File: config.mk
export PLATFORM = sky130hd
export DESIGN_NAME = hazard_ctrl
export DESIGN_NICKNAME = d
export VERILOG_FILES = /design/src/rtl/hazard_ctrl.sv
export SDC_FILE = /design/constraint.sdc
export NUM_CORES = 1
export LEC_CHECK = 0
export CAP_MARGIN = 0
export CORE_ASPECT_RATIO = 1.5
export CORE_MARGIN = 4
export CORE_UTILIZATION = 45
export CTS_BUF_LIST = sky130_fd_sc_hd__clkbuf_8 sky130_fd_sc_hd__clkbuf_16
export DETAILED_ROUTE_END_ITERATION = 8
export GPL_ROUTABILITY_DRIVEN = 0
export HOLD_SLACK_MARGIN = 0.12
export PLACE_DENSITY = 0.72
export SLEW_MARGIN = 20
export SYNTH_ARGS = -nofsm -noshare
export SYNTH_HDL_FRONTEND = slang
export SYNTH_SLANG_ARGS = --single-unit
export TNS_END_PERCENT = 10
File: constraint.sdc
create_clock -name clk -period 3 [get_ports clk]
set_clock_uncertainty 0.2 [all_clocks]
set_input_delay 0.9 -clock clk [delete_from_list [all_inputs] [get_ports clk]]
set_output_delay 0.9 -clock clk [all_outputs]
set_load 0.01 [all_outputs]
File: src/rtl/hazard_ctrl.sv
// ============================================================================
// Module   : hazard_ctrl
// Purpose  : Pipeline hazard controller for the 5-stage core. It tracks the
//            destination registers of the instructions in EX/MEM/WB with a
//            shadow pipeline. For the DE instruction it generates:
//              - stall and flush controls
//              - operand-forwarding selects
//            It also sequences the multi-cycle wrong-path flush that follows
//            a redirect resolved in EX.
// Ports    : clk, rst (sync, active-high)
//            de_*        : DE-stage instruction fields
//            ex_redirect : branch/jump redirect resolved in EX
//            mem_busy    : data memory stall, freezes the whole pipe
//            if_en, de_en       : stage enables
//            de_flush, ex_flush : flush controls
//            fwd_a, fwd_b       : forwarding selects
//                                 00 regfile, 01 EX/MEM, 10 MEM/WB, 11 WB data
// Options  : `define HAZARD_PERF_EN adds 32-bit perf_stall / perf_flush
//            counters.
// Revision : 1.0 - initial release
// ============================================================================
`default_nettype none

module hazard_ctrl #(
    parameter int         FLUSH_CYCLES = 2,      // 1..7
    parameter logic [1:0] WB_LOAD      = 2'b01
) (
    input  logic        clk,
    input  logic        rst,
    input  logic        de_valid,
    input  logic [4:0]  de_rs1,
    input  logic [4:0]  de_rs2,
    input  logic        de_rs1_need,
    input  logic        de_rs2_need,
    input  logic [4:0]  de_rd,
    input  logic        de_reg_we,
    input  logic [1:0]  de_wb_ctr,
    input  logic        ex_redirect,
    input  logic        mem_busy,
    output logic        if_en,
    output logic        de_en,
    output logic        de_flush,
    output logic        ex_flush,
`ifdef HAZARD_PERF_EN
    output logic [31:0] perf_stall,
    output logic [31:0] perf_flush,
`endif
    output logic [1:0]  fwd_a,
    output logic [1:0]  fwd_b
);

    localparam logic [2:0] c_CNT_INIT = 3'(FLUSH_CYCLES - 1);

    typedef enum logic [0:0] {
        ST_IDLE  = 1'b0,
        ST_DRAIN = 1'b1
    } state_t;

    state_t r_state, w_state_nxt;
    logic [2:0] r_cnt, w_cnt_nxt;

    // Shadow pipeline entries {valid, rd, we, is_load}
    logic       r_ex_v, r_ex_we, r_ex_ld;
    logic [4:0] r_ex_rd;
    logic       r_mem_v, r_mem_we, r_mem_ld;
    logic [4:0] r_mem_rd;
    logic       r_wb_v, r_wb_we;
    logic [4:0] r_wb_rd;

    logic w_ex_m1, w_mem_m1, w_wb_m1;
    logic w_ex_m2, w_mem_m2, w_wb_m2;
    logic w_load_use;
    logic w_stall;

    function automatic logic f_match(input logic       v,
                                     input logic       we,
                                     input logic [4:0] rd,
                                     input logic [4:0] rs,
                                     input logic       need,
                                     input logic       dv);
        return v & we & (rd != 5'd0) & (rd == rs) & need & dv;
    endfunction

    function automatic logic [1:0] f_fwd(input logic ex_m,
                                         input logic mem_m,
                                         input logic wb_m);
        if (ex_m)       return 2'b01;
        else if (mem_m) return 2'b10;
        else if (wb_m)  return 2'b11;
        else            return 2'b00;
    endfunction

    always_comb begin
        w_ex_m1  = f_match(r_ex_v,  r_ex_we,  r_ex_rd,  de_rs1, de_rs1_need, de_valid);
        w_mem_m1 = f_match(r_mem_v, r_mem_we, r_mem_rd, de_rs1, de_rs1_need, de_valid);
        w_wb_m1  = f_match(r_wb_v,  r_wb_we,  r_wb_rd,  de_rs1, de_rs1_need, de_valid);
        w_ex_m2  = f_match(r_ex_v,  r_ex_we,  r_ex_rd,  de_rs2, de_rs2_need, de_valid);
        w_mem_m2 = f_match(r_mem_v, r_mem_we, r_mem_rd, de_rs2, de_rs2_need, de_valid);
        w_wb_m2  = f_match(r_wb_v,  r_wb_we,  r_wb_rd,  de_rs2, de_rs2_need, de_valid);
        fwd_a    = f_fwd(w_ex_m1, w_mem_m1, w_wb_m1);
        fwd_b    = f_fwd(w_ex_m2, w_mem_m2, w_wb_m2);
        // A load in EX produces its data only in MEM, so a dependent DE
        // instruction must wait one cycle.
        w_load_use = r_ex_ld & (w_ex_m1 | w_ex_m2);
    end

    // Priority: mem_busy > redirect > load-use. DRAIN ignores both redirect
    // (EX holds a bubble) and load-use (DE is being flushed).
    always_comb begin
        w_state_nxt = r_state;
        w_cnt_nxt   = r_cnt;
        if_en       = 1'b1;
        de_en       = 1'b1;
        de_flush    = 1'b0;
        ex_flush    = 1'b0;
        w_stall     = 1'b0;
        if (mem_busy) begin
            if_en = 1'b0;
            de_en = 1'b0;
        end else begin
            case (r_state)
                ST_IDLE: begin
                    if (ex_redirect) begin
                        de_flush = 1'b1;
                        ex_flush = 1'b1;
                        if (FLUSH_CYCLES > 1) begin
                            w_state_nxt = ST_DRAIN;
                            w_cnt_nxt   = c_CNT_INIT;
                        end
                    end else if (w_load_use) begin
                        if_en    = 1'b0;
                        de_en    = 1'b0;
                        ex_flush = 1'b1;
                        w_stall  = 1'b1;
                    end
                end
                ST_DRAIN: begin
                    de_flush = 1'b1;
                    if (r_cnt == 3'd1) begin
                        w_state_nxt = ST_IDLE;
                        w_cnt_nxt   = 3'd0;
                    end else begin
                        w_cnt_nxt = r_cnt - 3'd1;
                    end
                end
                default: begin
                    w_state_nxt = ST_IDLE;
                    w_cnt_nxt   = 3'd0;
                end
            endcase
        end
    end

    always_ff @(posedge clk) begin
        if (rst) begin
            r_state <= ST_IDLE;
            r_cnt   <= 3'd0;
        end else begin
            r_state <= w_state_nxt;
            r_cnt   <= w_cnt_nxt;
        end
    end

    // Shadow pipeline advances only when the pipe is not frozen. An
    // instruction bubbled out of DE enters EX as invalid.
    always_ff @(posedge clk) begin
        if (rst) begin
            r_ex_v   <= 1'b0;
            r_ex_we  <= 1'b0;
            r_ex_ld  <= 1'b0;
            r_ex_rd  <= 5'd0;
            r_mem_v  <= 1'b0;
            r_mem_we <= 1'b0;
            r_mem_ld <= 1'b0;
            r_mem_rd <= 5'd0;
            r_wb_v   <= 1'b0;
            r_wb_we  <= 1'b0;
            r_wb_rd  <= 5'd0;
        end else if (!mem_busy) begin
            r_wb_v   <= r_mem_v;
            r_wb_we  <= r_mem_we;
            r_wb_rd  <= r_mem_rd;
            r_mem_v  <= r_ex_v;
            r_mem_we <= r_ex_we;
            r_mem_ld <= r_ex_ld;
            r_mem_rd <= r_ex_rd;
            r_ex_v   <= de_valid & ~ex_flush;
            r_ex_we  <= de_reg_we;
            r_ex_ld  <= (de_wb_ctr == WB_LOAD);
            r_ex_rd  <= de_rd;
        end
    end

    // The load flag is not needed past MEM; reading it here keeps every
    // shadow bit observed.
    logic w_unused;
    assign w_unused = r_mem_ld;

`ifdef HAZARD_PERF_EN
    always_ff @(posedge clk) begin
        if (rst) begin
            perf_stall <= 32'd0;
            perf_flush <= 32'd0;
        end else begin
            if (w_stall)  perf_stall <= perf_stall + 32'd1;
            if (de_flush) perf_flush <= perf_flush + 32'd1;
        end
    end
`endif

endmodule

`default_nettype wire
==> flow_metrics.tcl, run 1 <==
set metrics [dict create \
    design_area_mm2 0.002308 \
    status "finished with violations" \
    final_cell_mix "33 x buf_4, 32 x nor2_1, 26 x dfxtp_1, 20 x mux2i_1, 13 x xor2_1" \
    cts.path.max_buffers 2 \
    maxCapViolations 0 \
    syn-num-nets 195 \
    postSynthCellCount 168 \
    ir_worst_vdd_mv 0.3236 \
    multi_input_area_mm2 0.001052 \
    start_util_pct 47.25 \
    yosysSeqAreaShare_pct 34.87 \
    cts_buffers 3 \
    power_mw 0.8781 \
    crit_chain "buf_8, buf_6, xnor2_2, nand4_1, or4_4, a21boi_2, buf_2" \
    synth_edf_count 0 \
    crit_family "simple AND/OR/NAND/NOR gates" \
    grt_pass1_wl_um 7134 \
    synth_area_leader_cell "dfxtp_1" \
    crit_start "de_rs2[3]" \
    violations "negative setup slack" \
    switching_share_pct 25.51 \
    critical_path.startpoint_type "input pin" \
    cts_tree "done" \
    vias_per_cell 5.553 \
    ctsHoldBuffers 0 \
    die_h_um 78.54 \
    fin_nets 261 \
    routedWlPerCell_um 17.62 \
    hpwl_um 3257 \
    wl_um 4810 \
    synth-seq-cells 26 \
    io_pins 33 \
    dp_cells 265 \
    drt-initial-drc-count 74 \
    hold_viol 0 \
    final.period_utilization_pct 112.0 \
    fmax_ghz 0.2975 \
    rows 25 \
    die_w_um 55.03 \
    grt_pass1_vias 1580 \
    fp.coreArea_mm2 0.003159 \
    cellPowerDensity_mw_per_mm2 380.4 \
    seqCellArea_um2 520.5 \
    crit_path_end_kind "primary output" \
    final_common_cell "buf_4" \
    htreeDepth 1 \
    drcViolationCount 0 \
    place_area_mm2 0.002095 \
    synth_cell_type_count 37 \
    fin_crit_ps 3361 \
    p_comb_share_pct 23.4 \
    cts_sinks 26 \
    antenna_left 0 \
    slew_headroom_pct 68.72 \
    crit_slowest_cell "or4_4" \
    cts.clk_slew.worst_paths_ps 90 \
    p_clk_share_pct 33.7 \
    min_path_type "flop to flop" \
    seq_power_share_pct 42.9 \
    diodes 0 \
    hp-start "r_cnt[1]" \
    tightest_slew_ps 467.2 \
    dp_slack_ps -1085 \
    setup_viol 7 \
    leakagePower_nw 1.081 \
    antenna_found_initial 0 \
    synth_area_leaders "dfxtp_1 35%, mux2i_1 13%, xnor2_1 9.4%" \
    synth_area_mm2 0.001493 \
    clock_latency_ps 280 \
    rr_startpoint "r_ex_rd[3]" \
    cp_num_buf_inv 3 \
    grt_start_max_net_pins 24 \
    cp_data_arrival_time_ps 2260 \
    cp.required_ps 1900 \
    track_usage_pct 22.26 \
    p_switching_mw 0.2240 \
    critPathKind "input pin to primary output" \
    root_buffer "clkbuf_8" \
    r2r_setup_slack_ps 1150 \
    via_count 1516 \
    crit_fanout 2 \
    synth-async-reset-ratio_pct 0 \
    slew_viol_final 0 \
    yosysTopAreaCellShare_pct 34.87 \
    synthFlopType "dfxtp_1" \
    firstDrtPassIters 4 \
    ys.warnings.count 0 \
    slowest_delay_ps 550 \
    fillers 231 \
    syn2layout_area_growth_pct 54.65 \
    fin_ws_ps -361.4 \
    fin_cells 273 \
    portBuffers 32 \
    p_int_mw 0.6541 \
    layout-drive-gt1-share_pct 36.05 \
    grt_remaining_overflow 0 \
    die_area_mm2 0.004322 \
    synth.avg_cell_area_um2 8.885 \
    rsz0062_at_grt "yes" \
]
-- power groups by stage --
stage               logic (mW)  registers (mW)  clock network, mW
floorplan               0.0861           0.381                  0
global placement         0.172           0.382                  0
detailed placement       0.179           0.383                  0
CTS                      0.194           0.375              0.300
global route             0.219           0.378              0.318
finish                   0.205           0.377              0.296
-- logic make-up after synthesis --
logic type	count (synthesis)	synth area share, %
AO/OA/AOI/OAI	18	8.383
XOR/XNOR	30	17.60
adder cells (fa/ha/maj)	2	1.676
buffers and inverters	11	3.186
flip-flops	26	34.87
multiplexers	21	14.17
AND/OR/NAND/NOR	60	20.12
-- worst min-delay path, cell delays in order (launching register included) --
cell and delay [ps]:
dfxtp_1 340, a21oi_1 60, nor2_1 70
-- routing by layer --
layer | GRT usage [%] | routed length (um) | up-vias
met2 | 42.06 | 2693 | 63
met1 | 22.67 | 1725 | 724
li1 | - | - | 714
met3 | 3.226 | 221 | 15
met4 | 8.759 | 170 | 0
met5 | 0 | 0 | -
-- registers in the layout (all words and copies together), names as in the netlist --
| name | count |
|---|---|
| r_mem_rd | 5 |
| r_state | 1 |
| r_ex_ld | 1 |
| r_wb_we | 1 |
| r_cnt | 3 |
| r_mem_we | 1 |
| r_ex_rd | 5 |
| r_wb_rd | 5 |
| r_mem_v | 1 |
| r_wb_v | 1 |
| r_ex_v | 1 |
| r_ex_we | 1 |
-- Yosys cell counts, drive strengths merged (4+ instances only) --
master / number
nor2: 32
dfxtp: 26
mux2i: 20
xnor2: 16
xor2: 14
a21oi: 6
buf: 5
nand4: 5
or4: 5
nand2: 4
nor4: 4
-- what timing repair did --
action,in CTS,in global routing
endpoints found under the hold margin,0,0
buffers inserted,3,1
pin swaps,19,12
endpoints found under the setup margin,8,8
cloned,0,0
resized for setup,107,11
-- final cells by class --
cell class | instances | share of cell area, %
Clock inverter | 1 | 1.301
Inverter | 3 | 0.4878
Clock buffer | 3 | 1.789
Timing Repair Buffer | 69 | 26.12
Multi-Input combinational cell | 131 | 45.58
Sequential cell | 26 | 22.55
Tap cell | 40 | 2.168
-- per-stage QoR --
step | util (%) | hold slack [ps] | TNS (ps)
floorplan | - | 257.0 | 0
global placement | 66.30 | 273.1 | -7211
detailed placement | 66.30 | 283.5 | -7484
CTS | 71.45 | 304.5 | -1736
global route | 73.07 | 344.2 | -2036
finish | 73.07 | 300.5 | -1803
-- worst paths after layout --
kind,depth (start not counted),to
worst min-delay path,2,r_cnt[1]
worst min register to register,2,r_cnt[1]
worst max register to register,6,r_ex_v
worst max-delay path,7,fwd_b[1]
No activity file was read; power rests on OpenSTA's default activity.
==> inputs of run 2 (changes only) <==
- PLACE_DENSITY: 0.72 -> unset
- PLACE_DENSITY_LB_ADDON: unset -> 0.1
==> run 2 against run 1 <==
Compared with the run above:
- the flow still finishes with violations (negative setup slack)
- flip-flop and latch count unchanged
- wire length down 13%
- final cell count up 1.5%
- via count down 4.7%
- combinational power down 2%
- die area unchanged
- register-to-register slack better by 40 ps
- hold slack better by 1.7 ps
- global-route usage down 1.1 points
- utilization down 0.83 points
==> flow_metrics.tcl, run 2 (synthesis results as in run 1) <==
set metrics [dict create \
    status "finished with violations" \
    violations "negative setup slack" \
    drcViolationCount 0 \
    track_usage_pct 21.19 \
    wl_um 4201 \
    ir_worst_vdd_mv 0.3500 \
    leakagePower_nw 1.071 \
    maxCapViolations 0 \
    root_buffer "clkbuf_8" \
    antenna_found_initial 0 \
    cts_buffers 3 \
    fin_nets 265 \
    critPathKind "input pin to primary output" \
    p_comb_share_pct 25.4 \
    final_common_cell "buf_4" \
    p_clk_share_pct 27.3 \
    routedWlPerCell_um 15.17 \
    rows 25 \
    hp-start "r_cnt[1]" \
    hpwl_um 3266 \
    cts.path.max_buffers 2 \
    cts_tree "done" \
    r2r_setup_slack_ps 1190 \
    diodes 0 \
    p_switching_mw 0.2002 \
    antenna_left 0 \
    rr_endpoint "r_ex_v" \
    fin_crit_ps 3209 \
    cts.clk_slew.worst_paths_ps 80 \
    drt-initial-drc-count 26 \
    crit_path_end_kind "primary output" \
    slew_headroom_pct 72.78 \
    vias_per_cell 5.213 \
    rr_startpoint "r_ex_rd[0]" \
    grt_remaining_overflow 0 \
    hold_path_end "r_cnt[1]" \
    die_area_mm2 0.004322 \
    p_int_mw 0.5916 \
    utilization_pct 72.24 \
    crit_fanout 4 \
    cp_data_arrival_time_ps 2110 \
    htreeDepth 1 \
    tightest_slew_ps 408.3 \
    final.period_utilization_pct 107.0 \
    setup_viol 8 \
    via_count 1444 \
    fp.coreArea_mm2 0.003159 \
    critical_path.startpoint_type "input pin" \
    worstHoldPathCells 2 \
    dp_cells 270 \
    syn2layout_area_growth_pct 52.89 \
    rsz0062_at_grt "yes" \
    r2r_cells 5 \
    die_w_um 55.03 \
    portBuffers 32 \
    slew_viol_final 0 \
    cellPowerDensity_mw_per_mm2 346.9 \
    cp.required_ps 1900 \
    final_cell_mix "40 x buf_4, 32 x nor2_1, 26 x dfxtp_1, 20 x mux2i_1, 13 x xor2_1" \
    grt_pass1_vias 1528 \
    min_path_type "flop to flop" \
    layout-drive-gt1-share_pct 37.13 \
    firstDrtPassIters 4 \
    start_util_pct 47.25 \
    fmax_ghz 0.3116 \
    switching_share_pct 25.28 \
    cts_sinks 26 \
    grt_start_max_net_pins 28 \
    io_pins 33 \
    die_h_um 78.54 \
    biggestRegsByFlops "r_ex_rd (5), r_mem_rd (5), r_wb_rd (5)" \
    clock_latency_ps 260 \
    seq_power_share_pct 47.3 \
    crit_start "de_rs2[2]" \
    fin_cells 277 \
    grt_pass1_wl_um 6630 \
    hold_viol 0 \
    fin_ws_ps -208.9 \
]
==> run 2: cell types whose count changed in the layout (fill, tap and decap cells not counted), moves of 2 or more <==
cell,previous run,this run
dlymetal6s2s_1,2,0
clkbuf_2,1,3
buf_4,33,40
buf_8,4,0
==> run 2: area by class of cell <==
| cell class | count | area, um^2 |
|---|---|---|
| clock buffers | 4 | 55.05 |
| fillers | 245 | 877.1 |
| inverters | 3 | 11.26 |
| multi-input cells | 131 | 1050 |
| flip-flops and latches | 26 | 520.5 |
| well taps | 40 | 50.05 |
| repair buffers | 73 | 595.6 |
==> run 2: how the worst max path moves through the flow <==
stage               depth (start not counted)  endpoint
floorplan                                   6     if_en
global placement                            7  ex_flush
detailed placement                          7  ex_flush
CTS                                         7  ex_flush
global route                                8  fwd_b[1]
finish                                      7  ex_flush
==> run 2: timing repair <==
| action | 4_1_cts | 5_1_grt |
|---|---|---|
| endpoints found under the hold margin | 0 | 0 |
| hold buffers | 0 | 0 |
| endpoints found under the setup margin | 8 | 8 |
| pin swaps | 17 | 12 |
| setup buffers | 2 | 1 |
| gates resized for setup | 94 | 15 |
==> run 2: metal layers <==
metal | track usage [%] | vias to the layer above | share of wire (%)
met5 | 0 | - | 0
met4 | 11.44 | 0 | 3.1
met3 | 3.226 | 10 | 3.5
met2 | 40.64 | 38 | 58
met1 | 19.37 | 668 | 36
li1 | - | 728 | -
==> run 2: stage by stage <==
stage | hold WS [ps] | setup WS (ps) | area (um^2) | total power, mW | TNS [ps]
finish | 302.2 | -208.9 | 2282 | 0.7918 | -1012
global placement | 280.2 | -997.6 | 2132 | 0.5598 | -7085
global route | 343.7 | -269.7 | 2282 | 0.8260 | -1467
CTS | 307.6 | -281.3 | 2250 | 0.7896 | -1603
floorplan | 257.0 | 9.046 | 1516 | 0.4669 | 0
detailed placement | 287.5 | -1049 | 2132 | 0.5658 | -7217
==> run 2: power by group through the flow <==
stage / Combinational [mW] / Clock [mW] / Sequential [mW]
2_1_floorplan: 0.0861 / 0 / 0.381
3_3_place_gp: 0.178 / 0 / 0.381
3_5_place_dp: 0.184 / 0 / 0.382
4_1_cts: 0.194 / 0.222 / 0.374
5_1_grt: 0.217 / 0.233 / 0.376
6_report: 0.201 / 0.216 / 0.375
==> run 2: critical path: stages <==
cell,delay [ps]
buf_6,110
xnor2_2,140
nand4_1,120
or4_4,470
nand2_4,100
a31o_1,140
buf_2,120
==> inputs of run 3 (changes only) <==
- ABC_CLOCK_PERIOD_IN_PS: unset -> 3000
==> results of run 3 <==
The final DEF is identical to that of run 2; final timing and power are the same.
